File: config.mk
export PLATFORM = sky130hd
export DESIGN_NAME = switch_port_tx
export DESIGN_NICKNAME = d
export VERILOG_FILES = /design/src/rtl/switch_pkg.sv /design/src/rtl/switch_sync_fifo.sv /design/src/rtl/switch_port_tx.sv
export SDC_FILE = /design/constraint.sdc
export NUM_CORES = 1
export LEC_CHECK = 0
export ABC_AREA = 1
export ABC_CLOCK_PERIOD_IN_PS = 10400
export BUFFER_PORTS_ARGS = -buffer_cell sky130_fd_sc_hd__buf_2
export CORE_MARGIN = 2
export CORE_UTILIZATION = 45
export DETAILED_ROUTE_END_ITERATION = 8
export PLACE_DENSITY_LB_ADDON = 0.12
export SYNTH_ARGS = -nofsm -noshare
export SYNTH_HDL_FRONTEND = slang
export SYNTH_SLANG_ARGS = --single-unit
File: constraint.sdc
create_clock -name clk -period 10.4 [get_ports clk]
set_input_delay 1.56 -clock clk [delete_from_list [all_inputs] [get_ports clk]]
set_output_delay 1.56 -clock clk [all_outputs]
set_load 0.01 [all_outputs]
File: src/rtl/switch_pkg.sv
// Shared constants and types for the switch host port and its queues.
// Frame layout is {dst, src, payload}, with dst in the most significant bits.
package switch_pkg;

    localparam int WIDTH     = 128;
    localparam int MAC_W     = 48;
    localparam int PAYLOAD_W = 32;

    localparam int DST_LSB = 80;
    localparam int SRC_LSB = 32;

    localparam logic [MAC_W-1:0] BCAST_MAC = 48'hFFFF_FFFF_FFFF;

    typedef struct packed {
        logic [MAC_W-1:0]     dst;
        logic [MAC_W-1:0]     src;
        logic [PAYLOAD_W-1:0] payload;
    } frame_t;

    typedef struct packed {
        logic [MAC_W-1:0]     dst;
        logic [PAYLOAD_W-1:0] payload;
    } desc_t;

    typedef enum logic [1:0] {
        IDLE = 2'd0,
        SEND = 2'd1,
        GAP  = 2'd2
    } tx_state_e;

endpackage

File: src/rtl/switch_sync_fifo.sv
// Synchronous FIFO with registered (block-RAM style) read and occupancy level.
// An entry written at one edge becomes visible to the reader one edge later.
module switch_sync_fifo #(
    parameter int DATA_W = 80,
    parameter int DEPTH  = 16
) (
    input  logic                     clk,
    input  logic                     reset,
    input  logic                     push,
    input  logic [DATA_W-1:0]        push_data,
    input  logic                     pop,
    output logic [DATA_W-1:0]        pop_data,
    output logic                     full,
    output logic                     empty,
    output logic [$clog2(DEPTH):0]   level
);

    localparam int AW = $clog2(DEPTH);
    localparam logic [AW:0] PTR_ONE = 1;

    logic [DATA_W-1:0] mem [DEPTH];
    logic [DATA_W-1:0] rd_data_reg;
    logic [AW:0]       wr_ptr_reg;
    logic [AW:0]       rd_ptr_reg;
    logic [AW:0]       vis_wr_ptr_reg;
    logic [AW:0]       rd_ptr_next;
    logic              push_en;
    logic              pop_en;

    assign level       = wr_ptr_reg - rd_ptr_reg;
    assign full        = (level == (AW+1)'(DEPTH));
    // Emptiness uses the lagged write pointer so the registered read has caught up.
    assign empty       = (vis_wr_ptr_reg == rd_ptr_reg);
    assign push_en     = push && !full;
    assign pop_en      = pop && !empty;
    assign rd_ptr_next = pop_en ? (rd_ptr_reg + PTR_ONE) : rd_ptr_reg;
    assign pop_data    = rd_data_reg;

    always_ff @(posedge clk or negedge reset) begin
        if (!reset) begin
            wr_ptr_reg     <= '0;
            rd_ptr_reg     <= '0;
            vis_wr_ptr_reg <= '0;
        end else begin
            if (push_en) begin
                wr_ptr_reg <= wr_ptr_reg + PTR_ONE;
            end
            rd_ptr_reg     <= rd_ptr_next;
            vis_wr_ptr_reg <= wr_ptr_reg;
        end
    end

    always_ff @(posedge clk) begin
        if (push_en) begin
            mem[wr_ptr_reg[AW-1:0]] <= push_data;
        end
    end

    always_ff @(posedge clk) begin
        rd_data_reg <= mem[rd_ptr_next[AW-1:0]];
    end

endmodule

File: src/rtl/switch_port_tx.sv
// Host-side frame transmitter: queues descriptors, prepends the station MAC and
// launches one-cycle frame strobes into a switch port with a fixed inter-frame gap.
module switch_port_tx #(
    parameter int WIDTH      = 128,
    parameter int MAC_W      = 48,
    parameter int PAYLOAD_W  = 32,
    parameter int FIFO_DEPTH = 16,
    parameter int IFG        = 2,
    parameter int CNT_W      = 16
) (
    input  logic                          clk,
    input  logic                          reset,
    input  logic [MAC_W-1:0]              src_mac,
    input  logic                          in_valid,
    output logic                          in_ready,
    input  logic [MAC_W-1:0]              in_dst,
    input  logic [PAYLOAD_W-1:0]          in_payload,
    input  logic                          tx_pause,
    output logic                          tx_valid,
    output logic [WIDTH-1:0]              tx_data,
    output logic [CNT_W-1:0]              tx_frame_cnt,
    output logic [CNT_W-1:0]              tx_bcast_cnt,
    output logic [CNT_W-1:0]              tx_drop_cnt,
    output logic [$clog2(FIFO_DEPTH):0]   fifo_level,
    output logic                          busy
);

    import switch_pkg::*;

    localparam int GAP_W = (IFG > 1) ? $clog2(IFG) : 1;
    localparam logic [GAP_W-1:0] GAP_ONE  = 1;
    localparam logic [GAP_W-1:0] GAP_INIT = GAP_W'((IFG > 0) ? (IFG - 1) : 0);
    localparam logic [CNT_W-1:0] CNT_ONE  = 1;

    tx_state_e               state_reg;
    tx_state_e               state_next;
    logic [GAP_W-1:0]        gap_reg;
    logic [GAP_W-1:0]        gap_next;
    logic                    ready_en_reg;
    frame_t                  frame_reg;
    logic [CNT_W-1:0]        frame_cnt_reg;
    logic [CNT_W-1:0]        bcast_cnt_reg;
    logic [CNT_W-1:0]        drop_cnt_reg;

    desc_t                   push_desc;
    desc_t                   head;
    logic [$bits(desc_t)-1:0] head_bits;
    logic                    fifo_full;
    logic                    fifo_empty;
    logic                    eval_slot;
    logic                    launch;
    logic                    drop;
    logic                    xmit;

    function automatic logic [CNT_W-1:0] sat_inc(input logic [CNT_W-1:0] v);
        return (v == '1) ? v : (v + CNT_ONE);
    endfunction

    assign push_desc = '{dst: in_dst, payload: in_payload};
    assign head      = head_bits;
    // in_ready is held low until the first clock after reset release.
    assign in_ready  = ready_en_reg && !fifo_full;

    switch_sync_fifo #(
        .DATA_W ($bits(desc_t)),
        .DEPTH  (FIFO_DEPTH)
    ) u_fifo (
        .clk       (clk),
        .reset     (reset),
        .push      (in_valid && in_ready),
        .push_data (push_desc),
        .pop       (launch),
        .pop_data  (head_bits),
        .full      (fifo_full),
        .empty     (fifo_empty),
        .level     (fifo_level)
    );

    always_ff @(posedge clk or negedge reset) begin
        if (!reset) begin
            state_reg <= IDLE;
            gap_reg   <= '0;
        end else begin
            state_reg <= state_next;
            gap_reg   <= gap_next;
        end
    end

    always_comb begin
        state_next = state_reg;
        gap_next   = gap_reg;
        eval_slot  = 1'b0;
        case (state_reg)
            IDLE:    eval_slot = 1'b1;
            SEND:    eval_slot = (IFG == 0);
            GAP:     eval_slot = (gap_reg == '0);
            default: eval_slot = 1'b0;
        endcase
        launch = eval_slot && !fifo_empty && !tx_pause;
        // A self-addressed head is consumed without a strobe or a gap.
        drop   = launch && (head.dst == src_mac);
        xmit   = launch && !drop;
        case (state_reg)
            IDLE: begin
                if (xmit) state_next = SEND;
            end
            SEND: begin
                if (IFG == 0) begin
                    state_next = xmit ? SEND : IDLE;
                end else begin
                    state_next = GAP;
                    gap_next   = GAP_INIT;
                end
            end
            GAP: begin
                if (gap_reg == '0) begin
                    state_next = xmit ? SEND : IDLE;
                end else begin
                    gap_next = gap_reg - GAP_ONE;
                end
            end
            default: state_next = IDLE;
        endcase
    end

    always_comb begin
        tx_valid = (state_reg == SEND);
        tx_data  = tx_valid ? frame_reg : '0;
        busy     = (state_reg != IDLE) || (fifo_level != '0);
    end

    always_ff @(posedge clk or negedge reset) begin
        if (!reset) begin
            ready_en_reg  <= 1'b0;
            frame_reg     <= '0;
            frame_cnt_reg <= '0;
            bcast_cnt_reg <= '0;
            drop_cnt_reg  <= '0;
        end else begin
            ready_en_reg <= 1'b1;
            if (xmit) begin
                frame_reg     <= '{dst: head.dst, src: src_mac, payload: head.payload};
                frame_cnt_reg <= sat_inc(frame_cnt_reg);
                if (head.dst == BCAST_MAC) begin
                    bcast_cnt_reg <= sat_inc(bcast_cnt_reg);
                end
            end
            if (drop) begin
                drop_cnt_reg <= sat_inc(drop_cnt_reg);
            end
        end
    end

    assign tx_frame_cnt = frame_cnt_reg;
    assign tx_bcast_cnt = bcast_cnt_reg;
    assign tx_drop_cnt  = drop_cnt_reg;

endmodule

==> flow_summary.toml, run 1 <==
[outcome]
outcome = "finished, final reports clean"

[setup_path]
path_class = "reg2out"
required_ps = 8840
cp_common_cell = "inv_1"
cpMaxStageDelayCell = "nor4_1"
cp-start-kind = "flip-flop"
crit_buf_inv = 3
path_cells = "inv_1 -> ha_1 -> inv_1 -> fa_1 -> xor2_1 -> nor4_1 -> a21boi_0 -> buf_2"
critPathArrivalTime_ps = 3290
critPathMaxStageDelay_ps = 560
crit_fanout = 5
end_kind = "primary output"
cpLargestDelayFamily = "adder cells"

[global_routing]
grt_pass1_vias = 44600
top_usage_layer = "met2"
grt_antenna_before_repair = 34
grt_pass1_wl_um = 285000
gr-total-overflow = 0
gr-usage-all-layers_pct = 24.6
met1_usage_pct = 34.6
met2_usage_pct = 39.6
grt_max_degree = 183
grt_use_met3_pct = 3.81

[floorplan]
core_mm2 = 0.150
start_util_pct = 45.4
fp.dieW_um = 393
rows = 142
pin_count = 316
die_h_um = 393
dieArea_mm2 = 0.154

[cts]
insertion_delay_ps = 800
htree_levels = 4
cts_tree = "done"
post_cts_buffers = 0
cts_made_buffers = 168
cts_resized = 0
clockBufferDepth = 3
cts_sinks = 1555
clk_pin_slew_ps = 60
holdBufCountCts = 0
root_buffer = "clkbuf_16"

[sta]
fin_tns_setup_ps = 0
rsz0062_at_grt = "false"
max_slew.worst_pin.slew_ps = 1250
finalCritPeriodShare_pct = 46.6
timing.slew.headroom_pct = 17.0
skew_ps = 25.6
setup-violations-final = 0
fmax_mhz = 206
drv_slew = 0
hold_ws_ps = 425
hold_viol = 0
min_period_ps = 4850

[pwr]
max-vdd-ir-drop_v = 0.000339
p_leak_nw = 33.2
p_clk_share_pct = 26.8
comb_power_share_pct = 36.6
seqPwrFrac_pct = 36.6
p_per_area_mw_per_mm2 = 283
finalPower_mw = 21.7
p_switching_mw = 8.59
sw_frac_of_total_pct = 39.6
p_int_mw = 13.1

[drt]
drt_iter0_drc = 3462
ant_nets = 0
wl_per_cell_um = 21.3
drt_pass1_iterations = 5
via_per_inst = 5.24
wl_um = 190000
vias = 46800
drc = 0

[place]
dp_cells = 8605
dpl-instance-area_mm2 = 0.0712
gp_congestion = 0.812
io_buffers = 315
hpwl_um = 91200

[yosys]
synth.cells.most_frequent = "nand3_1 (1,477), nand2_1 (1,311), edfxtp_1 (1,280)"
ys_seq_area_share_pct = 66.0
synth.top_cells.by_area = "edfxtp_1 (56%), nand3_1 (11%), nand2_1 (7.2%)"
synthArstFlopShare_pct = 12.5
synth_edf_count = 1280
syn-cell-area_mm2 = 0.0681
synthesis.nets = 6748
yosysWarnings = 0
synth_largest_area_cell = "edfxtp_1"
ys_ff_latch = 1555
syn_area_per_cell_um2 = 10.3
netlist_instances = 6599
ys_types = 30
yosysTopAreaCellShare_pct = 56.5
yosys_most_used_dff = "edfxtp_1"
synth.most_common_cell = "nand3_1"

[layout]
final_nets = 6908
fin_cells = 8924
syn2layout_area_growth_pct = 12.5
largest_reg_flops = 1280
drive_gt1_share_pct = 9.46
stdcell_area_mm2 = 0.0766

[flow_run]
maxCapViolCount = 0

[min_path]
worst_hold_path_type = "reg2reg"
cell families (layout without fill, tap and decap cells):
group                      count (synthesis)  count (layout)  synth area share (%)
adders and majority gates                 17              17                 0.324
and+or+nand+nor                         3232            3232                  22.5
AOI/OAI and AO/OA                        115             115                 0.877
other                                      1               6               0.00551
buffers and inverters                   1615            1919                  9.42
DFF                                     1555            1555                  66.0
xor gates and xnor gates                  64              64                 0.824
layout make-up:
type	instances	area [um^2]
Multi-Input combinational cell	3429	16900
Clock inverter	76	626
Tap cell	2016	2520
Sequential cell	1555	44900
Antenna cell	5	12.5
Inverter	1228	4620
Fill cell	13600	73400
Timing Repair Buffer	377	2280
Clock buffer	238	4720
metrics by stage:
step	setup WS, ps	util, %
3_5_place_dp	4830	47.5
3_3_place_gp	4870	47.5
2_1_floorplan	2480	-
6_report	5550	51.1
4_1_cts	5460	51.1
5_1_grt	5210	51.1
layout by cell type, fill, tap and decap left out, drive strengths merged:
| master | netlist | final |
|---|---|---|
| fa | 1 | 1 |
| ha | 16 | 16 |
| nand3b | 321 | 321 |
| clkinv | 0 | 61 |
| nand2 | 1312 | 1312 |
| inv | 1228 | 1234 |
| nand3 | 1477 | 1477 |
| a21oi | 7 | 7 |
| nand4 | 35 | 35 |
| edfxtp | 1280 | 1280 |
| xor2 | 39 | 39 |
| nor2 | 41 | 41 |
| clkinvlp | 0 | 1 |
| bufinv | 0 | 8 |
| and3 | 1 | 1 |
| clkbuf | 102 | 238 |
| xnor2 | 25 | 25 |
| o21ai | 106 | 106 |
| diode | 0 | 5 |
| buf | 285 | 377 |
| nor3 | 36 | 36 |
| nor4 | 9 | 9 |
| o2111ai | 1 | 1 |
| dfxtp | 80 | 80 |
| a21boi | 1 | 1 |
| conb | 1 | 1 |
| dfrtp | 195 | 195 |
final timing paths:
path / startpoint / endpoint / slack [ps] / depth (start not counted)
worst max-delay path: u_fifo.wr_ptr_reg[0] / in_ready / 5550 / 8
worst min-delay path: u_fifo.pop_data[15] / frame_reg[15] / 430 / 2
worst max register to register: state_reg[1] / u_fifo.pop_data[47] / 5600 / 13
worst min register to register: u_fifo.pop_data[15] / frame_reg[15] / 430 / 2
max in group asynchronous: reset / frame_reg[15] / 7410 / 3
min in group asynchronous: reset / frame_reg[90] / 780 / 1
tightest hold or removal path: cells and delay by family, from the launching register on:
family | cells | cell delay [ps]
and+or+nand+nor | 2 | 90
DFF | 1 | 300
per-layer routing:
metal  vias up  routed length, um
li1      22100                  -
met1     22700              85000
met2      1568              87800
met3       352              12300
met4        32               4770
met5         -                223
power by group through the flow:
stage / clock network, mW / registers (mW) / logic, mW
6_report: 5.80 / 7.94 / 7.94
5_1_grt: 6.16 / 8.01 / 8.83
4_1_cts: 5.91 / 7.95 / 7.97
3_5_place_dp: 0 / 8.07 / 7.95
3_3_place_gp: 0 / 8.06 / 7.88
2_1_floorplan: 0 / 7.89 / 5.49
No activity file was read; power rests on OpenSTA's default activity.
==> inputs of run 2 (changes only) <==
- ABC_CLOCK_PERIOD_IN_PS: 10400 -> 3950
- clock period: 10.4 -> 3.95 ns (I/O delays scaled with it)
==> run 2 against run 1 <==
  * Final area up 2.2%
  * Worst hold slack lost 370 ps
  * Sequential cell count unchanged
  * First-iteration DRC count up 14%
  * Clock power increased to 2.7 times the previous value
  * Clock skew is 5.2 ps higher
  * Non-clock buffer count up 84
  * Core utilization grew 1.1 points
  * Via count increased by 0.67%
  * Critical path type unchanged
==> flow_summary.toml, run 2 (same netlist as run 1, synthesis figures left out) <==
[pwr]
comb_power_share_pct = 37.9
max-vdd-ir-drop_v = 0.000624
p_int_mw = 35.8
seqPwrFrac_pct = 35.7
p_switching_mw = 23.0
sw_frac_of_total_pct = 39.1
p_clk_share_pct = 26.4
p_leak_nw = 34.0
p_per_area_mw_per_mm2 = 751

[setup_path]
cp_common_cell = "inv_2"
r2r-end = "u_fifo.pop_data[40]"
critPathArrivalTime_ps = 2840
end_kind = "primary output"
cpLargestDelayFamily = "adder cells"
cp-start-kind = "flip-flop"
path_class = "reg2out"
regToRegSetupSlack_ps = 690
rr_worst_depth = 12
path_cells = "inv_2 -> ha_4 -> inv_2 -> fa_2 -> xor2_2 -> nor4_2 -> a21boi_0 -> buf_2"
crit_fanout = 5
crit_buf_inv = 3
required_ps = 3360
critPathMaxStageDelay_ps = 430
rr_startpoint = "state_reg[0]"
cpMaxStageDelayCell = "dfrtp_1"

[cts]
post_cts_buffers = 0
cts_sinks = 1555
cts_made_buffers = 170
cts_tree = "done"
htree_levels = 4
clk_pin_slew_ps = 50
root_buffer = "clkbuf_16"
clockBufferDepth = 3
cts_resized = 0
insertion_delay_ps = 800

[floorplan]
start_util_pct = 45.4
pin_count = 316
dieArea_mm2 = 0.154
die_h_um = 393
rows = 142
fp.dieW_um = 393
core_mm2 = 0.150

[drt]
wl_um = 191000
drc = 0
drt_iter0_drc = 3935
wl_per_cell_um = 21.2
drt_pass1_iterations = 6
ant_nets = 0
vias = 47100
via_per_inst = 5.23

[global_routing]
gr-usage-all-layers_pct = 24.7
gr-total-overflow = 0
grt_pass1_vias = 44600
grt_max_degree = 170
grt_pass1_wl_um = 286000
grt_antenna_before_repair = 35

[place]
gp_congestion = 0.814
hpwl_um = 106000
io_buffers = 315

[layout]
fin_util_pct = 52.2
drive_gt1_share_pct = 10.4
syn2layout_area_growth_pct = 15.0
regArea_mm2 = 0.0449
fillers = 13400
multi_input_area_mm2 = 0.0170
final_common_cell = "nand3_1"
layout_common_cells = "nand3_1 (1,474), nand2_1 (1,306), edfxtp_1 (1,280), inv_1 (1,218), nand3b_1 (321)"
largest_reg_flops = 1280
final_nets = 6994

[min_path]
worst_hold_path_type = "in2reg"
holdPathStages = 3
hp-start = "src_mac[45]"
whs_endpoint = "frame_reg[77]"

[sta]
hold_viol = 0
hold_ws_ps = 59.2
min_period_ps = 3440
fmax_mhz = 291
max_slew.worst_pin.slew_ps = 864
skew_ps = 30.8
finalCritPeriodShare_pct = 87.0
timing.slew.headroom_pct = 42.4
rsz0062_at_grt = "false"
setup-violations-final = 0
drv_slew = 0

[flow_run]
maxCapViolCount = 0

[outcome]
outcome = "finished, final reports clean"
-- run 2: cell count changes in the layout (fill, tap and decap cells not counted), sizes merged --
cell	before	now
buf	377	452
clkinv	61	38
clkbuf	238	257
dlygate4sd3	0	9
diode	5	10
bufinv	8	10
clkinvlp	1	2
inv	1234	1233
-- run 2: worst max path at each step --
| stage | startpoint | endpoint | slack (ps) | cells after the start |
|---|---|---|---|---|
| floorplan | u_fifo.wr_ptr_reg[0] | u_fifo.mem[14][0] | -170 | 10 |
| global placement | u_fifo.pop_data[42] | tx_drop_cnt[14] | 720 | 14 |
| detailed placement | state_reg[0] | u_fifo.pop_data[40] | 700 | 12 |
| CTS | u_fifo.wr_ptr_reg[0] | in_ready | 430 | 8 |
| global route | u_fifo.rd_ptr_reg[2] | in_ready | 310 | 8 |
| finish | u_fifo.wr_ptr_reg[0] | in_ready | 510 | 8 |
-- run 2: worst register-to-register path: stages, from the launching register on --
cell	delay [ps]
dfrtp_1	440
inv_1	110
ha_1	240
a21oi_1	90
nor2_1	270
nand2_2	210
inv_2	230
o21ai_4	170
inv_8	450
buf_4	370
nand3_1	100
nand3_1	70
nand2_1	280
-- run 2: metrics by stage --
| stage | std cells | instance area [um^2] | setup WS, ps | TNS (ps) | power (mW) |
|---|---|---|---|---|---|
| 2_1_floorplan | 6599 | 68300 | -173 | -167980 | 35.3 |
| 3_3_place_gp | 8680 | 72700 | 715 | 0 | 43.5 |
| 3_5_place_dp | 8680 | 72700 | 699 | 0 | 43.6 |
| 4_1_cts | 9001 | 78200 | 432 | 0 | 59.2 |
| 5_1_grt | 9006 | 78200 | 306 | 0 | 62.2 |
| 6_report | 9011 | 78200 | 513 | 0 | 58.8 |
-- run 2: final cells by class --
type                       instances  share of cell area [%]
sequential                      1555                    57.4
multi-input combinational       3429                    21.8
clock buffer                     257                    6.22
inverter                        1228                    5.91
timing repair buffer             461                    4.72
tap                             2016                    3.22
clock inverter                    55                   0.720
antenna                           10                  0.0320
-- run 2: routing by layer --
layer	wire, um	vias to the layer above	share of wire [%]	track usage [%]
li1	-	22300	-	-
met1	87400	23000	46	35.8
met2	87500	1504	46	39.0
met3	12800	275	6.7	3.70
met4	3410	22	1.8	6.07
met5	163	-	0.085	0
-- run 2: power groups by stage --
stage               combinational (mW)  clock [mW]  sequential, mW
detailed placement                22.3           0            21.3
floorplan                         14.6           0            20.7
CTS                               22.4        15.8            21.0
global route                      24.6        16.5            21.2
finish                            22.3        15.5            21.0
global placement                  22.2           0            21.3
-- run 2: timing repair --
action	CTS	global route
endpoints found under the setup margin	0	0
endpoints found under the hold margin	110	0
hold buffers	9	0
